### src/rtl/shift_seq_ctrl.sv
// shift_seq_ctrl: sequencer for an N-bit right-shift register.
// After a start request it drives one load cycle and then exactly shamt shift cycles.
// shamt is clamped to N. Completion is signalled with a one-cycle done pulse.
// All outputs are decoded from registered state, so no input has a combinational path to an output.
// Optional feature: define SHIFT_SEQ_ABORT_EN to add an 'abort' input.
// That input cancels a running job from LOAD or SHIFT without a done pulse.
module shift_seq_ctrl #(
  parameter int N = 7
) (
  input  logic                     clk,
  input  logic                     rst,
  input  logic                     start,
  input  logic [N-1:0]             operand,
  input  logic [$clog2(N+1)-1:0]   shamt,
`ifdef SHIFT_SEQ_ABORT_EN
  input  logic                     abort,
`endif
  output logic                     ready,
  output logic                     busy,
  output logic                     done,
  output logic                     load_en,
  output logic                     shift_en,
  output logic [N-1:0]             data_in,
  output logic [$clog2(N+1)-1:0]   remaining
);

  localparam int SW = $clog2(N+1);

  // Three-bit encoding leaves unused codes; any of them falls back to IDLE.
  localparam logic [2:0] S_IDLE  = 3'd0;
  localparam logic [2:0] S_LOAD  = 3'd1;
  localparam logic [2:0] S_SHIFT = 3'd2;
  localparam logic [2:0] S_DONE  = 3'd3;

  localparam logic [SW-1:0] SMAX = SW'(N);

  logic [2:0] state;
  logic [2:0] state_nx;
  logic       abort_req;

`ifdef SHIFT_SEQ_ABORT_EN
  assign abort_req = abort;
`else
  assign abort_req = 1'b0;
`endif

  // Requests beyond the register width behave exactly like a full-width shift.
  function automatic logic [SW-1:0] clamp_shamt(input logic [SW-1:0] s);
    if (int'(s) > N) begin
      return SMAX;
    end
    return s;
  endfunction

  // Next-state decode; remaining already holds the clamped count when LOAD is entered.
  always_comb begin
    state_nx = S_IDLE;
    case (state)
      S_IDLE:  state_nx = start ? S_LOAD : S_IDLE;
      S_LOAD: begin
        if (abort_req)               state_nx = S_IDLE;
        else if (remaining == '0)    state_nx = S_DONE;
        else                         state_nx = S_SHIFT;
      end
      S_SHIFT: begin
        if (abort_req)                     state_nx = S_IDLE;
        else if (remaining <= SW'(1))      state_nx = S_DONE;
        else                               state_nx = S_SHIFT;
      end
      S_DONE:  state_nx = S_IDLE;
      default: state_nx = S_IDLE;
    endcase
  end

  // State register.
  always_ff @(posedge clk) begin
    if (rst) begin
      state <= S_IDLE;
    end else begin
      state <= state_nx;
    end
  end

  // Operand capture on accept and shift countdown; the counter never wraps below zero.
  always_ff @(posedge clk) begin
    if (rst) begin
      data_in   <= '0;
      remaining <= '0;
    end else begin
      case (state)
        S_IDLE: begin
          if (start) begin
            data_in   <= operand;
            remaining <= clamp_shamt(shamt);
          end
        end
        S_LOAD: begin
          if (abort_req) remaining <= '0;
        end
        S_SHIFT: begin
          if (abort_req)              remaining <= '0;
          else if (remaining != '0)   remaining <= remaining - SW'(1);
        end
        default: remaining <= '0;
      endcase
    end
  end

  // Moore output decode.
  always_comb begin
    ready    = (state == S_IDLE);
    busy     = (state == S_LOAD) || (state == S_SHIFT);
    done     = (state == S_DONE);
    load_en  = (state == S_LOAD);
    shift_en = (state == S_SHIFT);
  end

endmodule
### config.mk
export PLATFORM = sky130hd
export DESIGN_NAME = shift_seq_ctrl
export DESIGN_NICKNAME = d
export VERILOG_FILES = /design/src/rtl/shift_seq_ctrl.sv
export SDC_FILE = /design/constraint.sdc
export NUM_CORES = 1
export LEC_CHECK = 0
export BUFFER_PORTS_ARGS = -buffer_cell sky130_fd_sc_hd__clkbuf_2
export CELL_PAD_IN_SITES_DETAIL_PLACEMENT = 0
export CELL_PAD_IN_SITES_GLOBAL_PLACEMENT = 1
export CORE_AREA = 5 5 53 55
export DETAILED_ROUTE_END_ITERATION = 6
export DIE_AREA = 0 0 58 60
export HOLD_SLACK_MARGIN = 0.03
export PLACE_DENSITY = 0.68
export SLEW_MARGIN = 10
export SYNTH_ARGS = -nofsm -noshare
export SYNTH_HDL_FRONTEND = slang
export SYNTH_SLANG_ARGS = --single-unit
export TNS_END_PERCENT = 100
### constraint.sdc
create_clock -name clk -period 1.45 [get_ports clk]
set_clock_uncertainty 0.05 [all_clocks]
set_input_delay 0.145 -clock clk [delete_from_list [all_inputs] [get_ports clk]]
set_output_delay 0.145 -clock clk [all_outputs]
set_load 0.05 [all_outputs]
# [Word level (Yosys, flattened, before mapping)]
# Cells that the tools add are included.
[word_totals] ff_bits=13 in_bits=13 output_inout_bits=15 word_cells=24
[classes] addsub=1 bitwise=1 order_cmp=1 eq_ne=5 mux=7 reduce_logical=6
[op_table] op="$pmux 3 s3" count=2
[op_table] op="$eq 3x2->1 const B" count=2
[op_table] op="$logic_not 3->1" count=2
[op_table] op="$mux 3" count=2
[op_table] op="$eq 3x1->1 const B" count=1
[op_table] op="$le 3x1->1 const B" count=1
[op_table] op="$mux 1" count=3
[op_table] op="$reduce_and 3->1" count=1
[op_table] op="$reduce_bool 3->1" count=1
[op_table] op="$sub 3x1->3 const B" count=1
[op_table] op="$ne 2x1->1 const B" count=1
[op_table] op="$ne 2x2->1 const B" count=1
[op_table] op="$reduce_and 2->1" count=1
[op_table] op="$logic_or 1x1->1" count=1
[op_table] op="$not 1->1" count=1

# [Longest topological paths before layout]
# Gate-level depths: netlist of the first run.
[depth] word_depth=3 mapped_depth=6 mapped_depth_nobuf=6

# [Worst setup path after synthesis of the first run]
# OpenSTA, ideal clock, no wires.
[synth_path] path_type="reg-to-reg" startpoint="register remaining[0]" endpoint="register remaining[0]" required_ps=1309 path_stages_with_launch=7 synth_period_minus_slack_ps=1858 setup_ps=91 path_slack_ps=-408 path_buffers=0 arrival_ps=1717 cell_sequence="dfxtp_1 inv_1 ha_1 ha_1 a21oi_4 a21oi_1 a311oi_1"
[synth_between] elab_chain_cells=3 word_cells_on_any_way=6 classes_between="1 x add/sub; 1 x eq/ne; 2 x mux; 2 x reduce/logical"
[synth_lines] element="start: declaration" line_no="24" text="output logic [$clog2(N+1)-1:0] remaining"
[synth_lines] element="start signal: assignment" line_no="94" text="remaining <= clamp_shamt(shamt);"
[synth_lines] element="start signal: assignment" line_no="102" text="else if (remaining != '0) remaining <= remaining - SW'(1);"
[synth_lines] element="$sub 3x1->3 or $reduce_bool 3->1 (tied branches)" line_no="102"
[synth_lines] element="$mux 3 or $ne 2x1->1 (tied branches)"
[synth_lines] element="$pmux 3 s3 or $reduce_and 3->1 (tied branches)"
# Parallel ways exist; a longest one is shown, timed or not. The select of a mux whose other input is x is not followed.
# A chain may end at the register's enable or synchronous reset.

# [Worst setup path in the final report of the first run]
[layout_path] startpoint="register remaining[1]" endpoint="register remaining[0]"
[layout_between] elab_chain_cells=3
[layout_lines] element="$reduce_bool 3->1" line_no="102"
[layout_lines] element="$ne 2x1->1 (no source line)"
[layout_lines] element="$reduce_and 3->1 (no source line)"
# No other way between the ends.

==> impl.org, run 1 <==
** Critical path
- Maximum net fanout on the critical path :: 6
- In this run the critical register-to-register path is captured at remaining[0].
- The most critical setup path has its startpoint at remaining[1].
- Following the worst setup path forward leads to its endpoint at remaining[0].
- Setup slack of the worst register-to-register path :: 0.02 ns
- Critical Path RT :: about 1.6 ns
- WS Path Type :: reg2reg
- The signal on the critical path passes through inv_4 > ha_4 > ha_4 > a21oi_4 > buf_4 > buf_4 > a311oi_2.
- STA classifies the critical path startpoint as a flip-flop.
- The largest single stage delay on the critical path is 0.38 ns.
- For the worst setup path, the data arrival time is 1.53 ns.
- Worst-case reg-to-reg path depth :: 7
- Reg2reg start :: remaining[1]
- Endpoint type of the worst setup path :: flip-flop
- For this design, the slowest cell found on the critical path is sky130_fd_sc_hd__dfxtp_4.

** Logic synthesis
- The commonest cells after synthesis are sky130_fd_sc_hd__dfxtp_1 (12), sky130_fd_sc_hd__a21oi_1 (10), sky130_fd_sc_hd__nand2_1 (9), sky130_fd_sc_hd__ha_1 (8).
- The synthesized design spends more area on one cell type than any other, namely sky130_fd_sc_hd__dfxtp_1.
- Avg Inst Size Synth :: 8.942 sq um
- Most frequently used cell type in the post-synthesis netlist :: sky130_fd_sc_hd__dfxtp_1
- Count of flip-flops with a built-in enable after synthesis :: 0
- Counting every net in the synthesized netlist gives about 90.
- Number of distinct library cell variants in the gate-level netlist after synthesis :: 16
- Portion of synthesized cell area occupied by the leading cell type :: 0.3951
- Synthesis handed over a netlist of 68 instances.
- Seq cells post-synth :: 12
- Of the synthesized area, sequential elements account for 0.3951.
- In the synthesized netlist the dominant register cell turns out to be sky130_fd_sc_hd__dfxtp_1.
- Sorting the synthesized cells by area gives the leading types as sky130_fd_sc_hd__dfxtp_1 (40%), sky130_fd_sc_hd__ha_1 (16%), sky130_fd_sc_hd__a21oi_1 (8.2%).
- Proportion of register bits with asynchronous set or reset after synthesis :: 0
- After synthesis the cells add up to 608.1 sq um.
- Number of warning messages in the yosys log :: 0

** Clock network
- In this run the number of H-tree levels came out at 1.
- Buffers inserted during clock tree synthesis total 3.
- The clock net in this run drives a total of 12 sinks.
- At the later pin of the worst-skew pair, clock insertion delay measures roughly 0.27 ns.
- The tree is rooted in a sky130_fd_sc_hd__clkbuf_4.
- CTS tree :: yes
- No sink is reached through more buffers than the 2 on the longest clock path.
- Hold repair after CTS inserted 0 buffers.
- After clock tree synthesis, the clock-pin slew on the worst setup and hold paths is 0.08 ns.

** Timing
- The tightest hold path in the finished design has a slack of around 0.047 ns.
- The worst pin sits at a relative slew slack of 0.8222.
- Number of endpoints failing setup at the final stage :: 0
- Setup repair after global routing could not meet its margin everywhere.
- Final period demand of the worst path :: approximately 1.4 ns
- Static timing analysis puts the maximum clock frequency at approximately 700 MHz.
- The final number of max-transition violations is 0.
- Dividing the final minimum period by the clock period gives 0.9887.
- Actual transition at the worst max-transition pin :: about 0.26 ns
- Final hold vios :: 0

** Place
- Post-DP HPWL :: ~1.2 mm
- Routability-driven placement finished with a final weighted congestion of between 0.6 and 0.7.
- Count of buffers inserted at the top-level ports :: 27

** Global routing
- Across every metal layer, demand over resource in global routing totals 0.1001.
- The number of antenna violations at the first check in global routing was 0.
- First-pass GRT wire length :: approximately 2.6 mm
- Pin count of the biggest net entering global routing :: 14
- Overflow after GRT :: 0
- The via count of the first global-routing pass came to between 500 and 600.

** Cells and area
- Area grow syn2layout :: 58.02%
- The number of antenna diodes in the final layout is 0.
- Fraction of layout instances using a drive strength above 1 :: 0.5472
- The final layout contains between 100 and 150 nets.

** Power
- Power comes to 2.526 mW.
- Summed over all cells, the static leakage comes to ~0.43 nW.
- Power spread over the standard cell area amounts to ~2600 nW/um^2.
- IR analysis of the VDD net gives a maximum drop of 1.833 mV.

** Detailed routing
- In the routed design, unresolved DRC markers number 0.
- Number of vias per cell :: approximately 4.5
- The count of nets left with antenna violations once routing finished came out at 0.
- Initial DRC count :: 13
- Drt wl/cell :: between 10 and 15 um
- The first detailed-routing pass took 3 iterations.
- For this block, the routed nets add up to 1.669 mm of wire.
- Summing over every cut layer, the via total after detailed routing is about 610.

** Floorplanning
- The core region is roughly 2300 sq um.
- Total die area :: 3480 sq um
- Initial core utilization :: 0.2596
- # rows :: 18
- Horizontal extent of the die :: ~58 um
- Vertical die dimension :: about 60 um
- 28 I/O pins were placed.

** Run status
- Result of the run :: complete, no violations

** Worst hold path
- Startpoint of the lowest-slack hold path :: operand[4]
- Class of the tightest hold or removal check :: in2reg

** Flow run
- The tool flagged a number of max-cap violations equal to 0.
report_power, final:
part | internal, mW | switching (mW) | total (mW)
logic | 0.687 | 1.05 | 1.74
clock network | 0.153 | 0.116 | 0.269
registers | 0.443 | 0.0773 | 0.520
total | 1.28 | 1.24 | 2.53
critical path: cells and delay by family (launching register included):
kind                     cells  cell delay (ns)
buffers and inverters        3             0.29
AO/OA/AOI/OAI                2             0.28
adder cells (fa/ha/maj)      2             0.31
flip-flops                   1             0.38
flip-flops by register name, summed over array words and instances (netlist names):
name       count
data_in        7
remaining      3
state          2
worst min-delay path by stage:
stage | to | depth (start not counted) | slack (ns)
after global routing | data_in[5] | 3 | 0.05
after floorplan | state[1] | 1 | 0.17
after detailed placement | data_in[4] | 3 | 0.34
after CTS | data_in[4] | 3 | 0.04
final | data_in[4] | 3 | 0.05
after global placement | data_in[5] | 3 | 0.33
through the flow:
step	TNS, ns	setup WS [ns]	instances	cell area (sq um)	util
2_1_floorplan	-0.02714	-0.01384	68	636.9	-
3_3_place_gp	0	0.02501	124	802.0	0.3424
3_5_place_dp	-0.002792	-0.002792	124	802.0	0.3424
4_1_cts	0	0.01882	130	870.8	0.3718
5_1_grt	-0.08954	-0.04152	136	960.9	0.4103
6_report	0	0.01638	136	960.9	0.4103
metal layers:
metal / part of all wire / routed length (um) / global-route usage / up-vias
met4: 0.016 / 27 / 0.04967 / 0
li1: - / - / - / 314
met5: 0 / 0 / 0 / -
met3: 0.048 / 80 / 0.03024 / 4
met1: 0.45 / 748 / 0.1234 / 276
met2: 0.49 / 813 / 0.1581 / 13
timing repair:
action | 4_1_cts | 5_1_grt
buffers inserted | 2 | 6
endpoints found under the hold margin | 0 | 0
resized for setup | 6 | 12
setup endpoints to repair | 5 | 8
pin swaps | 2 | 5
layout by cell type, fill, tap and decap left out, drive strengths merged, types with 3 or more instances in the layout:
master / instances
a21oi: 11
a22oi: 3
a311oi: 4
buf: 13
clkbuf: 28
dfxtp: 12
ha: 8
inv: 7
nand2: 9
nand3: 7
cell type report:
class / count / area [sq um]
Fill cell: 255 / 1381
Multi-Input combinational cell: 46 / 377.9
Sequential cell: 12 / 250.2
Timing Repair Buffer: 37 / 230.2
Tap cell: 30 / 37.54
Clock buffer: 4 / 36.28
Inverter: 7 / 28.78
cells by family (layout without fill, tap and decap cells):
| group | Yosys count | in the layout | share of synthesized area |
|---|---|---|---|
| DFF | 12 | 12 | 0.3951 |
| AOI/OAI and AO/OA | 19 | 19 | 0.2161 |
| adders and majority gates | 8 | 8 | 0.1646 |
| buffers and inverters | 10 | 48 | 0.08025 |
| and+or+nand+nor | 19 | 19 | 0.1440 |
(Power assumes the default switching activity.)
==> run 2: changes to the inputs <==
--- a/config.mk
+++ b/config.mk
@@ -6,7 +6,7 @@
 export NUM_CORES = 1
 export LEC_CHECK = 0
 export BUFFER_PORTS_ARGS = -buffer_cell sky130_fd_sc_hd__clkbuf_2
-export CELL_PAD_IN_SITES_DETAIL_PLACEMENT = 0
+export CELL_PAD_IN_SITES_DETAIL_PLACEMENT = 1
 export CELL_PAD_IN_SITES_GLOBAL_PLACEMENT = 1
 export CORE_AREA = 5 5 53 55
 export DETAILED_ROUTE_END_ITERATION = 6
==> impl.org, run 2 (synthesis results as in run 1) <==
** Timing
- After layout, the minimum clock period comes to roughly 1.4 ns.
- Remaining max-slew budget at the tightest pin :: 0.8116
- Setup repair after global routing could not meet its margin everywhere.
- Setup tns final :: 0 ns
- The number of hold violations in the final report came to 0.
- Actual transition at the worst max-transition pin :: 0.2819 ns
- Slew Viols, Final :: 0
- Maximum frequency from static timing analysis :: roughly 720 MHz
- Setup violations remaining at the end of the flow were counted as 0.
- In the finished design, the share of the clock period the worst path needs comes to 0.9611.

** Critical path
- Walking the worst path, the cells encountered are inv_1 > ha_2 > buf_4.
- Startpoint type of the worst setup path :: flip-flop
- Maximum net fanout on the critical path :: 4
- Endpoint type of the worst setup path :: output port
- In this run the critical register-to-register path is launched from remaining[1].
- Setup slack of the worst register-to-register path :: around 0.080 ns
- Critical Path RT :: around 1.3 ns
- For this run, the slowest stage of the critical path takes between 0.3 and 0.4 ns.
- Among all stages on the critical path, the largest delay is contributed by sky130_fd_sc_hd__dfxtp_1.
- The worst setup path is of the reg2out kind.
- For the worst setup path, the data arrival time is roughly 1.2 ns.
- In this run the critical register-to-register path is captured at remaining[2].
- Worst-case reg-to-reg path depth :: 6

** Power
- IR Drop Worst-Case VDD :: roughly 1.5 mV
- The share of total power dissipated in the clock network is 0.096.
- The share of total power dissipated in sequential elements is 0.224.
- Net switching power :: approximately 1.2 mW
- Summed over all cells, the static leakage comes to between 0.3 and 0.4 nW.
- Fraction of power consumed by combinational cells :: 0.680
- Total design power :: 2.318 mW
- Net switching share of the total power :: 0.5204
- Internal power contribution :: between 1 and 1.5 mW
- In this run the power density over the cells is between 2000 and 3000 nW/um^2.

** Cells and area
- Area grow syn2layout :: 46.50%
- The layout has between 200 and 300 filler cells.
- In the final layout, the share of cells above drive strength 1 is 0.4851.
- The top cell types in the final layout, fill and taps aside, are sky130_fd_sc_hd__clkbuf_2 (23), sky130_fd_sc_hd__nand2_1 (9), sky130_fd_sc_hd__a21oi_1 (9), sky130_fd_sc_hd__buf_4 (9), sky130_fd_sc_hd__dfxtp_1 (8).
- The library cell used most frequently in the layout, excluding fill and tap cells, is sky130_fd_sc_hd__clkbuf_2.
- In the final design database the tool counted about 120 nets.
- More flip-flops sit in one register than any other, and that register is data_in.
- The register with the most flip-flops in the layout has 7 of them.
- Post-route insts no fill :: about 130
- Antenna diode instance count :: 0
- After routing the design area is 890.9 sq um.
- Top Registers :: data_in: 7 flops, remaining: 3 flops, state: 2 flops

** Detailed routing
- For this run, design rule violations remaining after detail routing come to 0.
- Initial DRC count :: 7
- In the routed layout, each cell is associated on average with a via count of 4.641.
- The routed layout has about 610 vias.
- Post-DRT Antenna Nets :: 0
- Iteration count of the initial detailed-routing pass :: 4
- After detailed routing, the average wire length per cell comes to roughly 13 um.
- Detailed-route wire length :: 1.738 mm

** Global routing
- For this run, the total global-route usage over all layers was measured as 0.1056.
- Entering global routing, the biggest net connects 14 pins.
- Antenna violations before repair :: 0
- The via count of the first global-routing pass came to about 640.
- The first global-routing pass estimated 2.794 mm of wire.
- For this run the aggregate overflow at the end of global routing stands at 0.

** Floorplanning
- Std-Cell Core Area :: 2342 sq um
- The floorplan has 18 rows.
- 28 I/O pins were placed.
- Measured along the x axis, the die boundary spans 58 um.
- In this run the vertical extent of the chip is about 60 um.
- Initial core utilization :: 0.2596
- The floorplan step defined a die boundary enclosing around 3500 sq um.

** Clock network
- CTS built an H-tree with a depth of 1.
- TritonCTS built the clock tree.
- CTS root buf :: sky130_fd_sc_hd__clkbuf_4
- Maximum root-to-sink buffer count :: 2
- Clock tree synthesis inserted a total of 3 buffers.
- The later pin in the worst-skew pair is clocked with a latency of about 0.27 ns.
- In this run, post-CTS hold repair placed 0 buffers.
- Clock-pin slew of the registers on the worst-case setup and hold paths :: ~0.080 ns
- Clk sinks :: 12

** Worst hold path
- In this run the worst hold path is classified as in2reg.
- For hold timing, the worst endpoint is data_in[6].
- The worst hold path was traced through 3 stages.
- Startpoint of the lowest-slack hold path :: operand[6]

** Place
- Counting tap cells, the placed design contains a total of between 100 and 150 instances.
- Count of buffers inserted at the top-level ports :: 27
- Placed cell areas :: 802.0 sq um
- Summed over all nets, the half-perimeter wirelength after detailed placement is about 1.3 mm.
- Routability-driven placement finished with a final weighted congestion of between 0.6 and 0.7.

** Run status
- The run finished with clean final reports.

** Flow run
- Number of max-capacitance violations reported :: 0
==> run 2: final cells by class <==
type,instances,area [sq um],area share
multi-input combinational,46,365.4,0.4101
sequential,12,250.2,0.2809
timing repair buffer,32,182.7,0.2051
tap,30,37.54,0.04213
inverter,7,28.78,0.03230
clock buffer,4,26.28,0.02949
==> run 2: how the worst max path moves through the flow <==
stage,start,to,slack (ns)
final,state[0],shift_en,0.06
after detailed placement,remaining[0],remaining[0],0.002
after global routing,remaining[1],remaining[2],-0.01
after CTS,remaining[0],remaining[0],0.004
after global placement,remaining[0],remaining[2],0.03
after floorplan,remaining[0],remaining[0],-0.01
==> run 2: repair_timing <==
action,4_1_cts,5_1_grt
buffers inserted,3,0
pin swaps,1,5
gates resized for setup,5,9
setup endpoints to repair,6,7
==> run 2: critical path, delay by kind of cell, from the launching register on <==
kind | cells | cell delay, ns
buffers and inverters | 2 | 0.34
adders and majority gates | 1 | 0.26
DFF | 1 | 0.33
==> run 2: through the flow <==
stage	hold slack [ns]	setup WS [ns]	utilization
2_1_floorplan	0.1666	-0.01384	-
3_3_place_gp	0.3336	0.02501	0.3424
3_5_place_dp	0.3414	0.002263	0.3424
4_1_cts	0.05601	0.003525	0.3681
5_1_grt	0.04838	-0.01421	0.3803
6_report	0.05343	0.05638	0.3803
==> run 2: per-layer routing <==
metal | vias up | GRT usage | part of all wire
met5 | - | 0 | 0
met4 | 0 | 0.03974 | 0.012
met3 | 4 | 0.03888 | 0.052
met2 | 14 | 0.1661 | 0.50
met1 | 286 | 0.1315 | 0.44
li1 | 304 | - | -
==> run 2: power groups by stage <==
stage	Sequential (mW)	Combinational, mW	Clock, mW
after floorplan	0.758	0.899	0
after global placement	0.522	1.36	0
final	0.519	1.58	0.222
after global routing	0.536	1.69	0.247
after detailed placement	0.525	1.39	0
after CTS	0.514	1.50	0.223
